**src/rtl/uart_fifo_bridge.sv**
```systemverilog
// CPU-side FIFO bridge to the simple_uart register port: TX/RX FIFOs plus a polling FSM.
// Optional interrupt logic is enabled by defining UART_FIFO_BRIDGE_IRQ_EN.
module uart_fifo_bridge #(
    parameter int unsigned TX_AW      = 4,
    parameter int unsigned RX_AW      = 4,
    parameter logic [31:0] BAUD_RESET = 32'd2
) (
    input  logic        clk_i,
    input  logic        rst_i,
    input  logic        mem_valid_i,
    output logic        mem_ready_o,
    input  logic [1:0]  mem_addr_i,
    input  logic [3:0]  mem_wstrb_i,
    input  logic [31:0] mem_wdata_i,
    output logic [31:0] mem_rdata_o,
    output logic        uart_sel_o,
    output logic [1:0]  uart_addr_o,
    output logic        uart_we_o,
    output logic [31:0] uart_wdat_o,
    input  logic [31:0] uart_rdat_i,
    output logic        irq_o
);
    localparam int unsigned TxDepth = 1 << TX_AW;
    localparam int unsigned RxDepth = 1 << RX_AW;

    typedef enum logic [2:0] {
        StIdle, StWrBsr, StRdSr, StWtSr, StRdIdr, StWtIdr, StClr, StWrOdr
    } state_e;

    state_e state_q, state_d;

    logic [7:0]     tx_mem_q [TxDepth];
    logic [7:0]     rx_mem_q [RxDepth];
    logic [TX_AW:0] tx_wp_q, tx_rp_q;
    logic [RX_AW:0] rx_wp_q, rx_rp_q;
    logic           served_q, ready_q, baud_pend_q, uart_busy_q, sr_fe_q;
    logic           txovf_q, rxovf_q, fe_q;
    logic [31:0]    rdata_q, rdata_d, baud_q, ctrl_rd;

    logic tx_empty, tx_full, rx_empty, rx_full;
    logic accept, cpu_wr, cpu_rd, ctrl_wr;
    logic tx_push_req, tx_push, tx_pop, rx_push_req, rx_push, rx_pop;
    logic [7:0] stat;
    logic unused_rdat;

    assign unused_rdat = ^uart_rdat_i[31:8];

    assign tx_empty = (tx_wp_q == tx_rp_q);
    assign tx_full  = (tx_wp_q[TX_AW] != tx_rp_q[TX_AW]) &&
                      (tx_wp_q[TX_AW-1:0] == tx_rp_q[TX_AW-1:0]);
    assign rx_empty = (rx_wp_q == rx_rp_q);
    assign rx_full  = (rx_wp_q[RX_AW] != rx_rp_q[RX_AW]) &&
                      (rx_wp_q[RX_AW-1:0] == rx_rp_q[RX_AW-1:0]);

    // One ack per request: re-arm only after mem_valid_i has dropped.
    assign accept  = mem_valid_i & ~served_q;
    assign cpu_wr  = accept & (|mem_wstrb_i);
    assign cpu_rd  = accept & ~(|mem_wstrb_i);
    assign ctrl_wr = cpu_wr && (mem_addr_i == 2'd3);

    assign tx_pop      = (state_q == StWrOdr);
    assign tx_push_req = cpu_wr && (mem_addr_i == 2'd0);
    assign tx_push     = tx_push_req && (!tx_full || tx_pop);
    assign rx_pop      = cpu_rd && (mem_addr_i == 2'd0) && !rx_empty;
    assign rx_push_req = (state_q == StWtIdr);
    assign rx_push     = rx_push_req && (!rx_full || rx_pop);

    assign stat = {fe_q, rxovf_q, txovf_q, rx_full, ~rx_empty, tx_full, tx_empty, uart_busy_q};

    always_comb begin
        rdata_d = '0;
        if (cpu_rd) begin
            case (mem_addr_i)
                2'd0:    rdata_d = rx_empty ? 32'd0
                                            : {23'd0, 1'b1, rx_mem_q[rx_rp_q[RX_AW-1:0]]};
                2'd1:    rdata_d = {24'd0, stat};
                2'd2:    rdata_d = baud_q;
                default: rdata_d = ctrl_rd;
            endcase
        end
    end

    always_comb begin
        state_d     = state_q;
        uart_sel_o  = 1'b0;
        uart_addr_o = 2'd0;
        uart_we_o   = 1'b0;
        uart_wdat_o = '0;
        unique case (state_q)
            StIdle:  state_d = baud_pend_q ? StWrBsr : StRdSr;
            StWrBsr: begin
                uart_sel_o  = 1'b1;
                uart_addr_o = 2'd2;
                uart_we_o   = 1'b1;
                uart_wdat_o = baud_q;
                state_d     = StIdle;
            end
            StRdSr: begin
                uart_sel_o  = 1'b1;
                uart_addr_o = 2'd3;
                state_d     = StWtSr;
            end
            StWtSr: begin
                if (uart_rdat_i[1])                     state_d = StRdIdr;
                else if (!tx_empty && !uart_rdat_i[0])  state_d = StWrOdr;
                else                                    state_d = StIdle;
            end
            StRdIdr: begin
                uart_sel_o  = 1'b1;
                uart_addr_o = 2'd1;
                state_d     = StWtIdr;
            end
            StWtIdr: state_d = StClr;
            StClr: begin
                uart_sel_o  = 1'b1;
                uart_addr_o = 2'd3;
                uart_we_o   = 1'b1;
                state_d     = StIdle;
            end
            StWrOdr: begin
                uart_sel_o  = 1'b1;
                uart_addr_o = 2'd0;
                uart_we_o   = 1'b1;
                uart_wdat_o = {24'd0, tx_mem_q[tx_rp_q[TX_AW-1:0]]};
                state_d     = StIdle;
            end
            default: state_d = StIdle;
        endcase
    end

    always_ff @(posedge clk_i) begin
        if (tx_push) tx_mem_q[tx_wp_q[TX_AW-1:0]] <= mem_wdata_i[7:0];
        if (rx_push) rx_mem_q[rx_wp_q[RX_AW-1:0]] <= uart_rdat_i[7:0];
    end

    always_ff @(posedge clk_i or negedge rst_i) begin
        if (!rst_i) begin
            state_q     <= StIdle;
            tx_wp_q     <= '0;
            tx_rp_q     <= '0;
            rx_wp_q     <= '0;
            rx_rp_q     <= '0;
            served_q    <= 1'b0;
            ready_q     <= 1'b0;
            rdata_q     <= '0;
            baud_q      <= BAUD_RESET;
            baud_pend_q <= 1'b0;
            uart_busy_q <= 1'b0;
            sr_fe_q     <= 1'b0;
            txovf_q     <= 1'b0;
            rxovf_q     <= 1'b0;
            fe_q        <= 1'b0;
        end else begin
            state_q  <= state_d;
            served_q <= accept | (served_q & mem_valid_i);
            ready_q  <= accept;
            rdata_q  <= rdata_d;
            if (tx_push) tx_wp_q <= tx_wp_q + {{TX_AW{1'b0}}, 1'b1};
            if (tx_pop)  tx_rp_q <= tx_rp_q + {{TX_AW{1'b0}}, 1'b1};
            if (rx_push) rx_wp_q <= rx_wp_q + {{RX_AW{1'b0}}, 1'b1};
            if (rx_pop)  rx_rp_q <= rx_rp_q + {{RX_AW{1'b0}}, 1'b1};
            // A CPU write in the WR_BSR cycle wins so the newest value is sent later.
            if (cpu_wr && (mem_addr_i == 2'd2)) begin
                baud_q      <= mem_wdata_i;
                baud_pend_q <= 1'b1;
            end else if (state_q == StWrBsr) begin
                baud_pend_q <= 1'b0;
            end
            if (state_q == StWtSr) begin
                uart_busy_q <= uart_rdat_i[0];
                sr_fe_q     <= uart_rdat_i[2];
            end
            txovf_q <= (txovf_q & ~(ctrl_wr & mem_wdata_i[0])) | (tx_push_req & ~tx_push);
            rxovf_q <= (rxovf_q & ~(ctrl_wr & mem_wdata_i[1])) | (rx_push_req & ~rx_push);
            fe_q    <= (fe_q & ~(ctrl_wr & mem_wdata_i[2])) | (rx_push_req & sr_fe_q);
        end
    end

    assign mem_ready_o = ready_q;
    assign mem_rdata_o = rdata_q;

`ifdef UART_FIFO_BRIDGE_IRQ_EN
    logic [1:0] ie_q;
    logic       irq_q;

    always_ff @(posedge clk_i or negedge rst_i) begin
        if (!rst_i) begin
            ie_q  <= 2'b00;
            irq_q <= 1'b0;
        end else begin
            if (ctrl_wr) ie_q <= mem_wdata_i[5:4];
            irq_q <= (ie_q[0] & ~rx_empty) | (ie_q[1] & tx_empty);
        end
    end

    assign irq_o   = irq_q;
    assign ctrl_rd = {26'd0, ie_q, 4'd0};
`else
    assign irq_o   = 1'b0;
    assign ctrl_rd = '0;
`endif

endmodule

```
**config.mk**
```make
export PLATFORM = sky130hd
export DESIGN_NAME = uart_fifo_bridge
export DESIGN_NICKNAME = d
export VERILOG_FILES = /design/src/rtl/uart_fifo_bridge.sv
export SDC_FILE = /design/constraint.sdc
export NUM_CORES = 1
export LEC_CHECK = 0
export CAP_MARGIN = 20
export CELL_PAD_IN_SITES_DETAIL_PLACEMENT = 0
export CELL_PAD_IN_SITES_GLOBAL_PLACEMENT = 1
export CORE_MARGIN = 5
export CORE_UTILIZATION = 50
export CTS_BUF_LIST = sky130_fd_sc_hd__clkbuf_8
export DETAILED_ROUTE_END_ITERATION = 8
export GPL_ROUTABILITY_DRIVEN = 0
export GPL_TIMING_DRIVEN = 0
export PLACE_DENSITY = 0.8
export SLEW_MARGIN = 10
export SYNTH_ARGS = -nofsm -noshare
export SYNTH_HDL_FRONTEND = slang
export SYNTH_SLANG_ARGS = --single-unit
```
**constraint.sdc**
```tcl
create_clock -name clk_i -period 2.66 [get_ports clk_i]
set_input_delay 0.266 -clock clk_i [delete_from_list [all_inputs] [get_ports clk_i]]
set_output_delay 0.266 -clock clk_i [all_outputs]
set_load 0.02 [all_outputs]
```
==> report_table.html, run 1 <==
<table>
<tr><th>Metric</th><th>Value</th></tr>
<tr><th colspan="2">Status</th></tr>
<tr><td>Result of the run</td><td>finished with violations</td></tr>
<tr><td>Violated checks</td><td>negative setup slack</td></tr>
<tr><th colspan="2">STA</th></tr>
<tr><td>Slew HR</td><td>43.9%</td></tr>
<tr><td>Setup ws final</td><td>-0.237 ns</td></tr>
<tr><td>Final clock period utilization by the worst path</td><td>109%</td></tr>
<tr><td>Setup TNS Final</td><td>-1.67 ns</td></tr>
<tr><td>Number of failing setup endpoints in the final timing report</td><td>8</td></tr>
<tr><td>Clock Skew</td><td>around 0.034 ns</td></tr>
<tr><td>Worst Tran Pin Value</td><td>around 0.84 ns</td></tr>
<tr><td>F_max</td><td>between 0.3 and 0.4 GHz</td></tr>
<tr><td>Unrepaired setup endpoints after global routing</td><td>true</td></tr>
<tr><td>Shortest period the worst path allows</td><td>2.90 ns</td></tr>
<tr><td>Max-slew violation count</td><td>0</td></tr>
<tr><td>Final Hold Vio Count</td><td>0</td></tr>
<tr><th colspan="2">Placement</th></tr>
<tr><td>Post-detailed-placement half-perimeter wirelength</td><td>roughly 22000 um</td></tr>
<tr><td>Setup slack after placement</td><td>-0.707 ns</td></tr>
<tr><td>Cell area after placement</td><td>around 16000 um^2</td></tr>
<tr><td>Number of buffers added on ports</td><td>117</td></tr>
<tr><th colspan="2">Pwr</th></tr>
<tr><td>Highest ir drop seen on vdd</td><td>between 0.5 and 0.6 mV</td></tr>
<tr><td>Fraction of power spent switching nets</td><td>30.2%</td></tr>
<tr><td>Net switching power of the design</td><td>between 4 and 5 mW</td></tr>
<tr><td>Portion of total power attributed to combinational logic</td><td>27.6%</td></tr>
<tr><td>Internal power consumption</td><td>a little over 10 mW</td></tr>
<tr><td>LEAKAGE</td><td>between 6 and 7 nW</td></tr>
<tr><td>Part of the total power dissipated in sequential elements</td><td>44.0%</td></tr>
<tr><td>Clock Power Share</td><td>between 20 and 30%</td></tr>
<tr><td>Total power per unit cell area</td><td>roughly 850 nW/um^2</td></tr>
<tr><th colspan="2">Cells and area</th></tr>
<tr><td>Number of nets in the finished design</td><td>1108</td></tr>
<tr><td>Layout overhead on the synthesized area</td><td>21.6%</td></tr>
<tr><td>Most common cell after layout, fill and taps aside</td><td>edfxtp_1</td></tr>
<tr><td>Layout cells sized above 1</td><td>between 20% and 30%</td></tr>
<tr><td>Leading cell types in the layout, fill and taps excluded</td><td>256 x edfxtp_1, 94 x dfrtp_1, 92 x clkdlybuf4s50_1</td></tr>
<tr><td>Final design instance area without fill</td><td>17400 um^2</td></tr>
<tr><td>Inserted Diodes</td><td>0</td></tr>
<tr><th colspan="2">Detailed routing</th></tr>
<tr><td>Overall via count from detail_route</td><td>between 8k and 9k</td></tr>
<tr><td>Remaining design rule violation count</td><td>0</td></tr>
<tr><td>Total wirelength of the detailed-routed design</td><td>~33000 um</td></tr>
<tr><td>Count of antenna-violating nets left after detailed routing</td><td>0</td></tr>
<tr><td>Routed vias/inst</td><td>~5.5</td></tr>
<tr><td>Initial DRC count</td><td>587</td></tr>
<tr><td>Average wire length per cell after detail routing</td><td>between 20 and 25 um</td></tr>
<tr><td>Router iterations before antenna repair</td><td>5</td></tr>
<tr><th colspan="2">Setup path</th></tr>
<tr><td>Data arrival at the endpoint of the critical path</td><td>2.63 ns</td></tr>
<tr><td>Element type at the critical path start</td><td>flip-flop</td></tr>
<tr><td>CP max-delay cell</td><td>mux4_2</td></tr>
<tr><td>R2r worst-path depth</td><td>5</td></tr>
<tr><td>Worst path most repeated cell</td><td>buf_6</td></tr>
<tr><td>Worst path max stage delay</td><td>~0.5 ns</td></tr>
<tr><td>Maximum fanout along the worst path</td><td>6</td></tr>
<tr><td>Setup crit end kind</td><td>output pin</td></tr>
<tr><td>Critical path, cell by cell</td><td>buf_6 -&gt; clkbuf_16 -&gt; mux4_2 -&gt; mux2_4 -&gt; a221o_1 -&gt; buf_6</td></tr>
<tr><td>Data required, critical path</td><td>roughly 2.4 ns</td></tr>
<tr><td>Kind of critical path</td><td>reg2out</td></tr>
<tr><th colspan="2">Logic synthesis</th></tr>
<tr><td>Fraction of synthesis flops using an asynchronous set or reset pin</td><td>between 20% and 30%</td></tr>
<tr><td>Flop and latch count out of synthesis</td><td>about 350</td></tr>
<tr><td>Post-synthesis average cell area</td><td>16.9 um^2</td></tr>
<tr><td>Number of synthesis warnings</td><td>0</td></tr>
<tr><td>Synth Flop Type</td><td>edfxtp_1</td></tr>
<tr><td>Net count of the mapped netlist</td><td>a little over 900</td></tr>
<tr><td>Netlist area before placement</td><td>about 14000 um^2</td></tr>
<tr><td>Register area share after synthesis</td><td>between 70% and 80%</td></tr>
<tr><td>Number of distinct library cell variants in the gate-level netlist after synthesis</td><td>slightly below 50</td></tr>
<tr><td>Instance count of the mapped netlist</td><td>roughly 850</td></tr>
<tr><td>Number of synthesized flops with an enable pin</td><td>approximately 260</td></tr>
<tr><th colspan="2">Die</th></tr>
<tr><td>Row count</td><td>slightly above 60</td></tr>
<tr><td>Initial core utilization</td><td>between 50% and 60%</td></tr>
<tr><td>Area of the die</td><td>approximately 32000 um^2</td></tr>
<tr><td>Die width</td><td>roughly 180 um</td></tr>
<tr><td>IO Count</td><td>~140</td></tr>
<tr><td>CORE AREA</td><td>28500 um^2</td></tr>
<tr><td>Die Ht</td><td>around 180 um</td></tr>
<tr><th colspan="2">CTS</th></tr>
<tr><td>Clock root buffer</td><td>clkbuf_8</td></tr>
<tr><td>Clock slew at reported path FFs</td><td>approximately 0.06 ns</td></tr>
<tr><td>Total CTS buffers</td><td>56</td></tr>
<tr><td>TritonCTS clock tree</td><td>yes</td></tr>
<tr><td>Clock latency reported for the late side of the worst-skew pair</td><td>about 0.58 ns</td></tr>
<tr><td>Number of sinks driven by the clock tree</td><td>about 350</td></tr>
<tr><td>Depth of the CTS H-tree</td><td>2</td></tr>
<tr><td>Maximum count of clock buffers along a single path</td><td>3</td></tr>
<tr><th colspan="2">Global routing</th></tr>
<tr><td>First-pass GRT wire length</td><td>~49000 um</td></tr>
<tr><td>Vias in the first global route</td><td>between 8k and 9k</td></tr>
<tr><td>Overall fraction of global-route tracks in use</td><td>between 20% and 30%</td></tr>
<tr><td>GR Overflow Total</td><td>0</td></tr>
<tr><td>Antenna violations before repair</td><td>0</td></tr>
<tr><td>Pin count of the biggest net entering global routing</td><td>60</td></tr>
<tr><th colspan="2">Run</th></tr>
<tr><td>Max cap viols</td><td>0</td></tr>
<tr><th colspan="2">Worst hold path</th></tr>
<tr><td>Worst min path class</td><td>in2async</td></tr>
</table>
[through the flow]
step                hold slack (ns)  utilization [%]  instances  power (mW)
floorplan                   -0.0296                -        846        8.83
CTS                           0.188             60.2       1453        14.5
global placement              0.442             56.0       1347        10.1
global route                  0.234             61.1       1455        15.4
finish                        0.209             61.1       1455        14.7
detailed placement            0.266             56.2       1349        10.1
[what timing repair did]
item / CTS / global route
setup buffers: 1 / 2
resized for setup: 100 / 55
pin swaps: 7 / 17
gates cloned: 0 / 3
hold buffers: 1 / 0
hold endpoints to repair: 36 / 0
setup endpoints to repair: 40 / 92
[flip-flops by register name, indices dropped and copies added (netlist names)]
name         count
baud_pend_q      1
baud_q          32
fe_q             1
mem_rdata_o     32
mem_ready_o      1
rx_mem_q       128
rx_rp_q          5
rx_wp_q          5
rxovf_q          1
served_q         1
sr_fe_q          1
state_q          3
tx_mem_q       128
tx_rp_q          5
tx_wp_q          5
txovf_q          1
uart_busy_q      1
[final cells by class]
cell class	count	area, um^2
plain buffers	54	330
clock buffers	62	853
clock inverters	42	174
fillers	2154	11100
inverters	7	26.3
multi-input cells	429	4140
flip-flops and latches	351	10100
well taps	384	480
repair buffers	126	1310
[worst max-delay path: cells and delay by family, from the launching register on]
family	cells	cell delay, ns
buf+inv	3	0.51
flops	1	0.39
mux	2	0.78
compound gates	1	0.39
[cell families after synthesis]
logic type / after synthesis / synth area share [%]
flip-flops: 351 / 70.4
AND/OR/NAND/NOR: 184 / 7.14
multiplexers: 124 / 13.8
other: 1 / 0.0262
XOR/XNOR: 29 / 1.78
adder cells (fa/ha/maj): 10 / 0.875
buffers and inverters: 66 / 2.19
AO/OA/AOI/OAI: 81 / 3.81
[power by group through the flow]
stage	combinational [mW]	sequential (mW)	clock, mW
floorplan	2.38	6.45	0
global placement	3.56	6.51	0
detailed placement	3.60	6.52	0
CTS	3.77	6.44	4.27
global route	4.33	6.51	4.54
finish	4.07	6.47	4.18
[layer usage]
metal	part of all wire (%)	global-route usage, %	up-vias
met3	5.1	3.29	56
li1	-	-	3643
met2	53	35.7	236
met4	2.0	4.86	0
met1	40	26.8	4102
met5	0	0	-
[final timing paths]
kind / from / to / slack (ns)
max: tx_rp_q[0] / uart_wdat_o[1] / -0.24
min: rst_i / baud_q[15] / 0.21
max reg2reg: served_q / rx_mem_q[15][6] / 0.13
min reg2reg: baud_pend_q / state_q[1] / 0.45
max in group asynchronous: rst_i / baud_q[1] / 1.74
min in group clk_i: mem_valid_i / served_q / 0.26
[synth_stat cells, drive strengths merged, types with 13 or more instances]
cell	count	area share, %
dfrtp	94	16
and3	55	2.4
o21ai	21	0.73
edfxtp	256	54
mux2	58	4.6
buf	29	1.2
xnor2	23	1.4
clkbuf	30	0.79
mux4	50	8.1
nand3	13	0.45
mux2i	16	1.1
and2	28	1.2
nand2	30	0.79
nor2	14	0.37
(Power assumes the default switching activity.)
==> run 2: changes to the inputs <==
CORE_ASPECT_RATIO = 1.1   (was not set)
==> run 2 against run 1 <==
  * Via count fell by 0.58%
  * Cell area is 0.94% lower
  * Total power about the same
  * Clock skew down 0.016 ns
  * Combinational power down 4%
  * Largest power group unchanged
  * Critical endpoint is now uart_wdat_o[0]
  * Sequential share of layout area grew 0.56 points
  * Worst setup slack improved by 0.022 ns
  * The run still ends with negative setup slack left
  * Cell count is 1.3% lower
==> report_table.html, run 2 (synthesis results as in run 1) <==
<table>
<tr><th>Metric</th><th>Value</th></tr>
<tr><th colspan="2">Status</th></tr>
<tr><td>Result of the run</td><td>finished with violations</td></tr>
<tr><td>Violated checks</td><td>negative setup slack</td></tr>
<tr><th colspan="2">CTS</th></tr>
<tr><td>Number of sinks driven by the clock tree</td><td>351 (unchanged)</td></tr>
<tr><td>Clock root buffer</td><td>clkbuf_8</td></tr>
<tr><td>Clock latency reported for the late side of the worst-skew pair</td><td>0.58 ns (about the same)</td></tr>
<tr><td>Clock slew at reported path FFs</td><td>0.06 ns (about the same)</td></tr>
<tr><td>Depth of the CTS H-tree</td><td>2 (unchanged)</td></tr>
<tr><td>Total CTS buffers</td><td>55 (-1.8%)</td></tr>
<tr><td>Maximum count of clock buffers along a single path</td><td>3 (unchanged)</td></tr>
<tr><td>TritonCTS clock tree</td><td>yes</td></tr>
<tr><th colspan="2">Setup path</th></tr>
<tr><td>Kind of critical path</td><td>reg2out</td></tr>
<tr><td>Maximum fanout along the worst path</td><td>6 (unchanged)</td></tr>
<tr><td>Data arrival at the endpoint of the critical path</td><td>2.61 ns (-0.02 ns)</td></tr>
<tr><td>Setup crit end kind</td><td>output pin</td></tr>
<tr><td>Element type at the critical path start</td><td>flip-flop</td></tr>
<tr><td>CP max-delay cell</td><td>mux4_2</td></tr>
<tr><td>Data required, critical path</td><td>2.39 ns (about the same)</td></tr>
<tr><td>Worst path max stage delay</td><td>0.52 ns (about the same)</td></tr>
<tr><td>Critical path, cell by cell</td><td>buf_6 -&gt; buf_12 -&gt; mux4_2 -&gt; mux2_4 -&gt; a221o_1 -&gt; buf_4</td></tr>
<tr><th colspan="2">STA</th></tr>
<tr><td>Worst hold margin</td><td>0.257 ns (+0.0485 ns)</td></tr>
<tr><td>Final Hold Vio Count</td><td>0 (unchanged)</td></tr>
<tr><td>Shortest period the worst path allows</td><td>2.87 ns (-0.0221 ns)</td></tr>
<tr><td>Max-slew violation count</td><td>0 (unchanged)</td></tr>
<tr><td>Unrepaired setup endpoints after global routing</td><td>true</td></tr>
<tr><td>F_max</td><td>0.348 GHz (+0.77%)</td></tr>
<tr><td>Setup ws final</td><td>-0.215 ns (+0.0221 ns)</td></tr>
<tr><td>Number of failing setup endpoints in the final timing report</td><td>8 (unchanged)</td></tr>
<tr><td>Clock Skew</td><td>0.0180 ns (-0.0161 ns)</td></tr>
<tr><td>Slew HR</td><td>41.6% (-2.3 points)</td></tr>
<tr><td>Worst Tran Pin Value</td><td>0.873 ns (+0.0343 ns)</td></tr>
<tr><td>Final clock period utilization by the worst path</td><td>108% (-0.83 points)</td></tr>
<tr><th colspan="2">Pwr</th></tr>
<tr><td>Net switching power of the design</td><td>4.36 mW (-1.8%)</td></tr>
<tr><td>Part of the total power dissipated in sequential elements</td><td>44.1% (about the same)</td></tr>
<tr><td>Total power per unit cell area</td><td>854 nW/um^2 (+0.91%)</td></tr>
<tr><td>LEAKAGE</td><td>6.46 nW (-0.84%)</td></tr>
<tr><td>Internal power consumption</td><td>10.3 mW (+0.72%)</td></tr>
<tr><td>Fraction of power spent switching nets</td><td>29.6% (-0.53 points)</td></tr>
<tr><td>Portion of total power attributed to combinational logic</td><td>26.6% (-1.0 points)</td></tr>
<tr><td>Clock Power Share</td><td>29.4% (+1.0 points)</td></tr>
<tr><td>Final total power</td><td>14.7 mW (about the same)</td></tr>
<tr><td>Highest ir drop seen on vdd</td><td>0.473 mV (-8.7%)</td></tr>
<tr><th colspan="2">Global routing</th></tr>
<tr><td>First-pass GRT wire length</td><td>49400 um (+0.60%)</td></tr>
<tr><td>Antenna violations before repair</td><td>0 (unchanged)</td></tr>
<tr><td>Pin count of the biggest net entering global routing</td><td>56 (-6.7%)</td></tr>
<tr><td>GR Overflow Total</td><td>0 (unchanged)</td></tr>
<tr><td>Vias in the first global route</td><td>8245 (-0.15%)</td></tr>
<tr><td>Overall fraction of global-route tracks in use</td><td>20.3% (-0.10 points)</td></tr>
<tr><th colspan="2">Run</th></tr>
<tr><td>Max cap viols</td><td>0 (unchanged)</td></tr>
<tr><th colspan="2">Cells and area</th></tr>
<tr><td>Number of filler instances in the final layout</td><td>2192 (+1.8%)</td></tr>
<tr><td>Final design instance area without fill</td><td>17200 um^2 (-0.94%)</td></tr>
<tr><td>Reg area</td><td>10100 um^2 (about the same)</td></tr>
<tr><td>Most common cell after layout, fill and taps aside</td><td>edfxtp_1</td></tr>
<tr><td>Leading cell types in the layout, fill and taps excluded</td><td>256 x edfxtp_1, 92 x dfrtp_1, 90 x clkdlybuf4s50_1</td></tr>
<tr><td>Inserted Diodes</td><td>0 (unchanged)</td></tr>
<tr><td>Number of nets in the finished design</td><td>1110 (+0.18%)</td></tr>
<tr><td>Layout overhead on the synthesized area</td><td>20.4%</td></tr>
<tr><td>Layout cells sized above 1</td><td>23.9% (-1.1 points)</td></tr>
<tr><td>Area of the multi-input gates</td><td>4000 um^2 (-3.4%)</td></tr>
<tr><th colspan="2">Detailed routing</th></tr>
<tr><td>Overall via count from detail_route</td><td>7990 (-0.58%)</td></tr>
<tr><td>Total wirelength of the detailed-routed design</td><td>32200 um (-1.9%)</td></tr>
<tr><td>Remaining design rule violation count</td><td>0 (unchanged)</td></tr>
<tr><td>Count of antenna-violating nets left after detailed routing</td><td>0 (unchanged)</td></tr>
<tr><td>Initial DRC count</td><td>587 (unchanged)</td></tr>
<tr><td>Routed vias/inst</td><td>5.56 (+0.73%)</td></tr>
<tr><td>Router iterations before antenna repair</td><td>5 (unchanged)</td></tr>
<tr><td>Average wire length per cell after detail routing</td><td>22.4 um (-0.63%)</td></tr>
<tr><th colspan="2">Placement</th></tr>
<tr><td>Number of buffers added on ports</td><td>117 (unchanged)</td></tr>
<tr><td>Post-detailed-placement half-perimeter wirelength</td><td>22000 um (+0.39%)</td></tr>
<tr><td>Cell area after placement</td><td>16000 um^2 (about the same)</td></tr>
<tr><th colspan="2">Die</th></tr>
<tr><td>IO Count</td><td>143 (unchanged)</td></tr>
<tr><td>Area of the die</td><td>32100 um^2 (about the same)</td></tr>
<tr><td>CORE AREA</td><td>28500 um^2 (about the same)</td></tr>
<tr><td>Die width</td><td>171 um (-4.4%)</td></tr>
<tr><td>Row count</td><td>65 (+4.8%)</td></tr>
<tr><td>Die Ht</td><td>187 um (+4.6%)</td></tr>
<tr><td>Initial core utilization</td><td>50.2% (about the same)</td></tr>
<tr><th colspan="2">Worst hold path</th></tr>
<tr><td>Worst min path class</td><td>in2async</td></tr>
</table>
[run 2: cell types whose count changed in the layout (fill, tap and decap cells not counted), moves of 4 or more]
cell / delta
inv_1: -14
clkinv_2: +7
mux2i_1: +7
nor3_1: +7
buf_4: +5
clkbuf_1: +5
nor3_2: -5
clkbuf_2: -4
mux2i_2: -4
[run 2: area by class of cell]
class,instances,share of cell area (%)
plain buffers,55,1.91
clock buffers,60,4.80
clock inverters,38,1.27
inverters,7,0.153
multi-input cells,429,23.2
flip-flops and latches,351,58.5
well taps,368,2.67
repair buffers,128,7.48
[run 2: power by group through the flow]
stage	combinational (mW)	sequential [mW]	clock [mW]
finish	3.91	6.48	4.32
global route	4.19	6.52	4.66
CTS	3.94	6.46	4.42
detailed placement	3.61	6.53	0
global placement	3.56	6.52	0
floorplan	2.38	6.45	0
[run 2: metal layers]
layer | global-route usage [%] | up-vias | wire length [um]
li1 | - | 3653 | -
met1 | 26.7 | 4040 | 13200
met2 | 34.4 | 228 | 16500
met3 | 3.02 | 69 | 1390
met4 | 7.07 | 0 | 1050
met5 | 0 | - | 0
[run 2: repair_timing]
action | 4_1_cts | 5_1_grt
gates resized for setup | 114 | 20
pin swaps | 7 | 4
hold buffers | 1 | 0
cloned | 2 | 0
hold endpoints to repair | 40 | 0
setup buffers | 4 | 2
setup endpoints to repair | 56 | 89
[run 2: path summary, 6_finish.rpt]
path	start	endpoint	slack, ns	cells after the start
min in group clk_i	mem_valid_i	served_q	0.27	2
max in group asynchronous	rst_i	baud_q[1]	1.65	3
worst max register to register	served_q	rx_mem_q[4][5]	0.15	5
worst max-delay path	tx_rp_q[0]	uart_wdat_o[0]	-0.21	6
worst min register to register	baud_pend_q	state_q[1]	0.48	1
worst min-delay path	rst_i	mem_rdata_o[29]	0.26	2
[run 2: stage by stage]
step                util [%]  setup TNS (ns)  std cells  setup slack, ns
global placement        56.0         -315.91       1331            -2.42
CTS                     60.4           -1.82       1437           -0.272
detailed placement      56.1          -83.90       1334           -0.645
global route            60.5           -2.14       1436           -0.294
finish                  60.5           -1.42       1436           -0.215
floorplan                  -               0        846            0.405
[run 2: worst max-delay path, delay by kind of cell (launching register included)]
kind	cells	cell delay, ns
buf+inv	3	0.49
compound gates	1	0.33
flops	1	0.38
mux	2	0.84
